<file path="src/rtl/axi_burst_reader_if.sv">
// rtl/axi_burst_reader_if.sv - AXI4 read address/data channel bundle with master/slave views
interface axi_burst_reader_if #(
    parameter int AXI_AWIDTH = 64,
    parameter int AXI_DWIDTH = 64
);
    logic [3:0]            m_arid;
    logic [AXI_AWIDTH-1:0] m_araddr;
    logic [7:0]            m_arlen;
    logic [2:0]            m_arsize;
    logic [1:0]            m_arburst;
    logic                  m_arvalid;
    logic                  m_arready;
    logic [AXI_DWIDTH-1:0] m_rdata;
    logic [1:0]            m_rresp;
    logic                  m_rlast;
    logic                  m_rvalid;
    logic                  m_rready;

    modport master (
        output m_arid, m_araddr, m_arlen, m_arsize, m_arburst, m_arvalid, m_rready,
        input  m_arready, m_rdata, m_rresp, m_rlast, m_rvalid
    );

    modport slave (
        input  m_arid, m_araddr, m_arlen, m_arsize, m_arburst, m_arvalid, m_rready,
        output m_arready, m_rdata, m_rresp, m_rlast, m_rvalid
    );
endinterface

</file>
<file path="src/rtl/axi_burst_reader.sv">
// rtl/axi_burst_reader.sv - splits a linear read command into 4KB-safe AXI INCR bursts and streams beats out
module axi_burst_reader #(
    parameter int AXI_AWIDTH = 64,
    parameter int AXI_DWIDTH = 64,
    parameter int MAX_BURST  = 16,
    parameter int LEN_W      = 32
) (
    input  logic                  clk,
    input  logic                  rst,
    input  logic [AXI_AWIDTH-1:0] cmd_addr,
    input  logic [LEN_W-1:0]      cmd_len,
    input  logic                  cmd_valid,
    output logic                  cmd_ready,
    axi_burst_reader_if.master    m_axi,
    output logic [AXI_DWIDTH-1:0] dout_data,
    output logic                  dout_last,
    output logic                  dout_valid,
    input  logic                  dout_ready,
    output logic                  busy,
    output logic                  done,
    output logic                  err
);
    localparam int BYTE_SIZE      = AXI_DWIDTH / 8;
    localparam int LOG2_BYTE_SIZE = $clog2(BYTE_SIZE);
    localparam int CW             = (LEN_W > 13) ? LEN_W : 13;

    typedef enum logic [1:0] {
        S_IDLE,
        S_AR,
        S_R,
        S_DONE
    } state_t;

    state_t                state_q, state_d;
    logic [AXI_AWIDTH-1:0] addr_q, addr_d;
    logic [LEN_W-1:0]      rem_q, rem_d;
    logic [8:0]            beat_cnt_q, beat_cnt_d;
    logic                  err_q, err_d;

    logic [12:0]           beats_to_4k;
    logic [8:0]            burst;
    logic                  last_burst;
    logic                  ar_valid;
    logic                  r_ready;
    logic                  r_fire;

    // Burst length from registered state only, so the AR payload cannot move while arvalid is held
    always_comb begin
        beats_to_4k = (13'd4096 - {1'b0, addr_q[11:0]}) >> LOG2_BYTE_SIZE;
        burst       = 9'(MAX_BURST);
        if (beats_to_4k < 13'(burst)) begin
            burst = beats_to_4k[8:0];
        end
        if (CW'(rem_q) < CW'(burst)) begin
            burst = rem_q[8:0];
        end
        last_burst = (CW'(rem_q) == CW'(burst));
    end

    // State and datapath registers
    always_ff @(posedge clk) begin
        if (rst) begin
            state_q    <= S_IDLE;
            addr_q     <= '0;
            rem_q      <= '0;
            beat_cnt_q <= '0;
            err_q      <= 1'b0;
        end else begin
            state_q    <= state_d;
            addr_q     <= addr_d;
            rem_q      <= rem_d;
            beat_cnt_q <= beat_cnt_d;
            err_q      <= err_d;
        end
    end

    // Next-state, burst bookkeeping and handshake outputs
    always_comb begin
        state_d    = state_q;
        addr_d     = addr_q;
        rem_d      = rem_q;
        beat_cnt_d = beat_cnt_q;
        err_d      = err_q;
        cmd_ready  = 1'b0;
        ar_valid   = 1'b0;
        r_ready    = 1'b0;
        dout_valid = 1'b0;
        dout_last  = 1'b0;
        done       = 1'b0;
        r_fire     = 1'b0;

        case (state_q)
            S_IDLE: begin
                cmd_ready = 1'b1;
                if (cmd_valid) begin
                    addr_d  = cmd_addr & ~AXI_AWIDTH'(BYTE_SIZE - 1);
                    rem_d   = cmd_len;
                    err_d   = 1'b0;
                    state_d = (cmd_len == '0) ? S_DONE : S_AR;
                end
            end
            S_AR: begin
                ar_valid = 1'b1;
                if (m_axi.m_arready) begin
                    beat_cnt_d = '0;
                    state_d    = S_R;
                end
            end
            S_R: begin
                // Output stream is a straight pass-through; downstream stall stalls the slave
                r_ready    = dout_ready;
                dout_valid = m_axi.m_rvalid;
                dout_last  = m_axi.m_rlast & last_burst;
                r_fire     = m_axi.m_rvalid & dout_ready;
                if (r_fire) begin
                    beat_cnt_d = beat_cnt_q + 9'd1;
                    if (m_axi.m_rresp != 2'b00) begin
                        err_d = 1'b1;
                    end
                    if (m_axi.m_rlast) begin
                        // A short or long burst is flagged but still treated as complete
                        if (beat_cnt_q != (burst - 9'd1)) begin
                            err_d = 1'b1;
                        end
                        addr_d  = addr_q + (AXI_AWIDTH'(burst) << LOG2_BYTE_SIZE);
                        rem_d   = rem_q - LEN_W'(burst);
                        state_d = last_burst ? S_DONE : S_AR;
                    end
                end
            end
            S_DONE: begin
                done    = 1'b1;
                state_d = S_IDLE;
            end
            default: begin
                state_d = S_IDLE;
            end
        endcase
    end

    assign m_axi.m_arid    = 4'd0;
    assign m_axi.m_araddr  = addr_q;
    assign m_axi.m_arlen   = 8'(burst - 9'd1);
    assign m_axi.m_arsize  = 3'(LOG2_BYTE_SIZE);
    assign m_axi.m_arburst = 2'b01;
    assign m_axi.m_arvalid = ar_valid;
    assign m_axi.m_rready  = r_ready;

    assign dout_data = m_axi.m_rdata;
    assign busy      = (state_q != S_IDLE);
    assign err       = err_q;
endmodule

</file>
<file path="src/flat_wrapper.sv">
// flat-port wrapper written by rule: the top's interface ports become plain ports
module axi_burst_reader_flat 
#(
    parameter int AXI_AWIDTH = 64,
    parameter int AXI_DWIDTH = 64,
    parameter int MAX_BURST  = 16,
    parameter int LEN_W      = 32
)
  (clk, rst, cmd_addr, cmd_len, cmd_valid, cmd_ready, dout_data, dout_last, dout_valid, dout_ready, busy, done, err, m_axi_m_arid, m_axi_m_araddr, m_axi_m_arlen, m_axi_m_arsize, m_axi_m_arburst, m_axi_m_arvalid, m_axi_m_rready, m_axi_m_arready, m_axi_m_rdata, m_axi_m_rresp, m_axi_m_rlast, m_axi_m_rvalid);
  axi_burst_reader_if #(.AXI_AWIDTH(AXI_AWIDTH), .AXI_DWIDTH(AXI_DWIDTH)) m_axi_i ();
  input  logic clk;
  input  logic rst;
  input  logic [AXI_AWIDTH-1:0] cmd_addr;
  input  logic [LEN_W-1:0] cmd_len;
  input  logic cmd_valid;
  output logic cmd_ready;
  output logic [AXI_DWIDTH-1:0] dout_data;
  output logic dout_last;
  output logic dout_valid;
  input  logic dout_ready;
  output logic busy;
  output logic done;
  output logic err;
  output wire logic [$bits(m_axi_i.m_arid)-1:0] m_axi_m_arid;
  output wire logic [$bits(m_axi_i.m_araddr)-1:0] m_axi_m_araddr;
  output wire logic [$bits(m_axi_i.m_arlen)-1:0] m_axi_m_arlen;
  output wire logic [$bits(m_axi_i.m_arsize)-1:0] m_axi_m_arsize;
  output wire logic [$bits(m_axi_i.m_arburst)-1:0] m_axi_m_arburst;
  output wire logic [$bits(m_axi_i.m_arvalid)-1:0] m_axi_m_arvalid;
  output wire logic [$bits(m_axi_i.m_rready)-1:0] m_axi_m_rready;
  input wire logic [$bits(m_axi_i.m_arready)-1:0] m_axi_m_arready;
  input wire logic [$bits(m_axi_i.m_rdata)-1:0] m_axi_m_rdata;
  input wire logic [$bits(m_axi_i.m_rresp)-1:0] m_axi_m_rresp;
  input wire logic [$bits(m_axi_i.m_rlast)-1:0] m_axi_m_rlast;
  input wire logic [$bits(m_axi_i.m_rvalid)-1:0] m_axi_m_rvalid;
  assign m_axi_m_arid = m_axi_i.m_arid;
  assign m_axi_m_araddr = m_axi_i.m_araddr;
  assign m_axi_m_arlen = m_axi_i.m_arlen;
  assign m_axi_m_arsize = m_axi_i.m_arsize;
  assign m_axi_m_arburst = m_axi_i.m_arburst;
  assign m_axi_m_arvalid = m_axi_i.m_arvalid;
  assign m_axi_m_rready = m_axi_i.m_rready;
  assign m_axi_i.m_arready = m_axi_m_arready;
  assign m_axi_i.m_rdata = m_axi_m_rdata;
  assign m_axi_i.m_rresp = m_axi_m_rresp;
  assign m_axi_i.m_rlast = m_axi_m_rlast;
  assign m_axi_i.m_rvalid = m_axi_m_rvalid;
  axi_burst_reader #(.AXI_AWIDTH(AXI_AWIDTH), .AXI_DWIDTH(AXI_DWIDTH), .MAX_BURST(MAX_BURST), .LEN_W(LEN_W)) u_core (.clk(clk), .rst(rst), .cmd_addr(cmd_addr), .cmd_len(cmd_len), .cmd_valid(cmd_valid), .cmd_ready(cmd_ready), .m_axi(m_axi_i), .dout_data(dout_data), .dout_last(dout_last), .dout_valid(dout_valid), .dout_ready(dout_ready), .busy(busy), .done(done), .err(err));
endmodule
</file>
<file path="config.mk">
export PLATFORM = sky130hd
export DESIGN_NAME = axi_burst_reader_flat
export DESIGN_NICKNAME = d
export VERILOG_FILES = /design/src/rtl/axi_burst_reader_if.sv /design/src/rtl/axi_burst_reader.sv /design/src/flat_wrapper.sv
export SDC_FILE = /design/constraint.sdc
export NUM_CORES = 1
export LEC_CHECK = 0
export BUFFER_PORTS_ARGS = -buffer_cell sky130_fd_sc_hd__buf_2
export CORE_MARGIN = 2
export CORE_UTILIZATION = 50
export CTS_CLUSTER_DIAMETER = 200
export DETAILED_ROUTE_END_ITERATION = 8
export PLACE_DENSITY = 0.81
export SETUP_SLACK_MARGIN = 0.2
export SLEW_MARGIN = 20
export SYNTH_ARGS = -nofsm -noshare
export SYNTH_HDL_FRONTEND = slang
export SYNTH_SLANG_ARGS = --single-unit
</file>
<file path="constraint.sdc">
create_clock -name clk -period 7.9 [get_ports clk]
set_clock_uncertainty 0.05 [all_clocks]
set_input_delay 1.185 -clock clk [delete_from_list [all_inputs] [get_ports clk]]
set_output_delay 1.185 -clock clk [all_outputs]
set_load 0.01 [all_outputs]
</file>
==> results_dict.tcl <==
set metrics [dict create \
    outcome "finished clean" \
    wirelength_um 29170 \
    ir_drop_mv 0.1216 \
    drv_cap 0 \
    whs_ns 0.4432 \
    clkTransAtPathRegs_ns 0.08 \
    dp_hpwl_um 20780 \
    start_kind "register" \
    final_nets 1445 \
    synth_area_leaders "dfxtp_1, buf_4, a21oi_1, nor2_1, nand2_1" \
    cts_buffers 9 \
    drc 0 \
    relSlewSlack_pct 34.38 \
    place_ws_ns 0.9127 \
    drive_gt1_share_pct 19.41 \
    core_um2 17180 \
    p_leak_nw 3.776 \
    die_y_um 136.1 \
    pin_count 322 \
    cp.arrival_ns 6.04 \
    hold_viol 0 \
    tritoncts "done" \
    synthToLayoutAreaGrowth_pct 8.927 \
    synth_cells 1189 \
    synth_top_area_share_pct 24.11 \
    multi_input_area_um2 5647 \
    dieArea_um2 18510 \
    grt_usage_pct 30.79 \
    final_util_pct 55.29 \
    wl_per_cell_um 19.75 \
    io_buffers 178 \
    finalPower_mw 1.632 \
    setup_tns_ns 0 \
    ctsHoldBuffers 0 \
    drtAntennaViolNets 0 \
    maxSlewViolCount 0 \
    antenna_found_initial 1 \
    synthArstFlopShare_pct 0 \
    fin_crit_sh_pct 92.04 \
    synthFlopType "dfxtp_1" \
    num_rows 48 \
    vias_per_cell 6.578 \
    power.density_nw_per_um2 171.9 \
    required_ns 6.66 \
    cts.sinks 105 \
    yosys_warnings 0 \
    synth.largest_area_cell "dfxtp_1" \
    cts_max_path_buffers 2 \
    endpoint_kind "output pin" \
    register_area_um2 2102 \
    yosysUniqueCellTypes 81 \
    vias 9716 \
    fmax_mhz 137.5 \
    seq_area_frac_synth_pct 24.11 \
    gp_congestion 0.9978 \
    grt_max_degree 76 \
    critPathKind "reg2out" \
    rsz0062_at_grt "no" \
    clock_latency_ns 0.38 \
    setup_ws_ns 0.6289 \
    synth_edf_count 0 \
    syn_avg_cell_area_um2 7.333 \
    htree_levels 3 \
    cts_resized 0 \
    grt_pass1_vias 8933 \
    start_util_pct 50.76 \
    setup_violations 0 \
    diodes 0 \
    cp_max_fo 22 \
    cts_setup_buffers 0 \
    synth_area_um2 8718 \
    fillers 1663 \
    grt_first_pass_wirelength_um 45780 \
    clockRootBuffer "clkbuf_16" \
    min_period_ns 7.271 \
    hp-class "reg2reg" \
    fp.dieW_um 136.1 \
    overflow 0 \
    ys_seq_elements 105 \
    worstMarginPinSlew_ns 0.9820 \
    drt_iter0_markers 862 \
    firstDrtPassIters 6 \
]
## cell families after synthesis
kind of cell               after synthesis  share of synthesized area [%]
adders and majority gates               29                          4.334
xor gates and xnor gates                38                          3.817
muxes                                    5                         0.6028
other                                    2                        0.08614
DFF                                    105                          24.11
and+or+nand+nor                        443                          25.99
buffers and inverters                  200                          12.01
AOI/OAI and AO/OA                      367                          29.05
## worst paths after layout
| path | slack, ns | end | from | cells after the start |
|---|---|---|---|---|
| worst min-delay path | 0.44 | u_core.rem_q[15]$_SDFFE_PP0P_ | u_core.rem_q[15]$_SDFFE_PP0P_ | 1 |
| worst max-delay path | 0.63 | dout_last | u_core.m_axi.m_araddr[3]$_SDFFE_PP0P_ | 22 |
| worst min register to register | 0.44 | u_core.rem_q[15]$_SDFFE_PP0P_ | u_core.rem_q[15]$_SDFFE_PP0P_ | 1 |
| worst max register to register | 0.80 | u_core.m_axi.m_araddr[39]$_SDFFE_PP0P_ | u_core.m_axi.m_araddr[3]$_SDFFE_PP0P_ | 26 |
## cell usage in the layout, fill, tap and decap left out, drive strengths merged, types with 9 or more instances in the layout
master  Yosys  layout
nand2     101     101
nand3      38      38
o22ai      11      11
inv        42      45
nor4       31      31
a311oi     23      23
xnor2      26      26
a211oi     34      34
or4         9       9
and2       12      12
clkbuf     69       9
nor3       49      49
or3        13      13
a21oi      87      87
dfxtp     105     105
xor2       12      12
and3       30      30
ha         27      27
a21o        9       9
buf        89     191
o31ai      15      15
a31oi      25      25
o21ai      65      65
nand4      26      26
conb        2      16
nor2      101     101
## worst max-delay path, stage by stage, from the launching register on
cell,delay [ns]
dfxtp_1,0.42
inv_1,0.15
ha_1,0.17
nor3b_1,0.31
mux2i_1,0.23
buf_4,0.16
nand2_1,0.22
inv_2,0.23
nand2_1,0.11
ha_1,0.22
or3_1,0.33
or3_1,0.44
a211oi_4,0.51
buf_4,0.36
nand2_1,0.12
ha_1,0.41
nand2_1,0.16
nor2_1,0.29
nand4_1,0.16
nor4_1,0.20
o31ai_1,0.18
nor2_1,0.13
buf_2,0.14
## routing by layer
metal	GRT usage, %	up-vias	part of all wire [%]
met3	7.271	90	12
met2	50.17	631	46
met5	0	-	0.045
met1	38.59	4511	39
met4	13.77	2	3.7
li1	-	4482	-
## registers in the layout, indices dropped and copies added (netlist names)
name / count
u_core.rem_q: 32
u_core.state_q: 2
u_core.beat_cnt_q: 9
u_core.m_axi.m_araddr: 61
u_core.err: 1
## power breakdown
group	total [mW]	leakage (nW)	switching, mW	internal [mW]
clock network	0.498	0.157	0.242	0.256
registers	0.645	0.866	0.0682	0.577
logic	0.489	2.75	0.301	0.187
total	1.63	3.78	0.612	1.02
## per-stage QoR
step	cells	instance area, um2
2_1_floorplan	1203	8771
3_3_place_gp	1461	9176
3_5_place_dp	1461	9176
4_1_cts	1477	9497
5_1_grt	1477	9497
6_report	1477	9497
## cell usage after synthesis, types with 22 or more instances
master      n
buf_4      76
nand3_1    38
ha_1       27
nor3_1     46
dfxtp_1   105
nor4_1     30
xnor2_1    26
a211oi_1   33
nand4_1    25
nor2_1    101
a31oi_1    25
a311oi_1   22
inv_1      41
a21oi_1    87
clkbuf_1   69
o21ai_0    63
nand2_1   100
and3_1     30
## final cells by class
| type | instances | share of cell area [%] |
|---|---|---|
| multi-input combinational | 898 | 59.46 |
| sequential | 105 | 22.13 |
| timing repair buffer | 191 | 10.41 |
| tap | 225 | 2.964 |
| clock buffer | 9 | 2.372 |
| inverter | 42 | 1.660 |
| clock inverter | 7 | 1.001 |
Note: power is estimated with default switching activity, not from simulation.
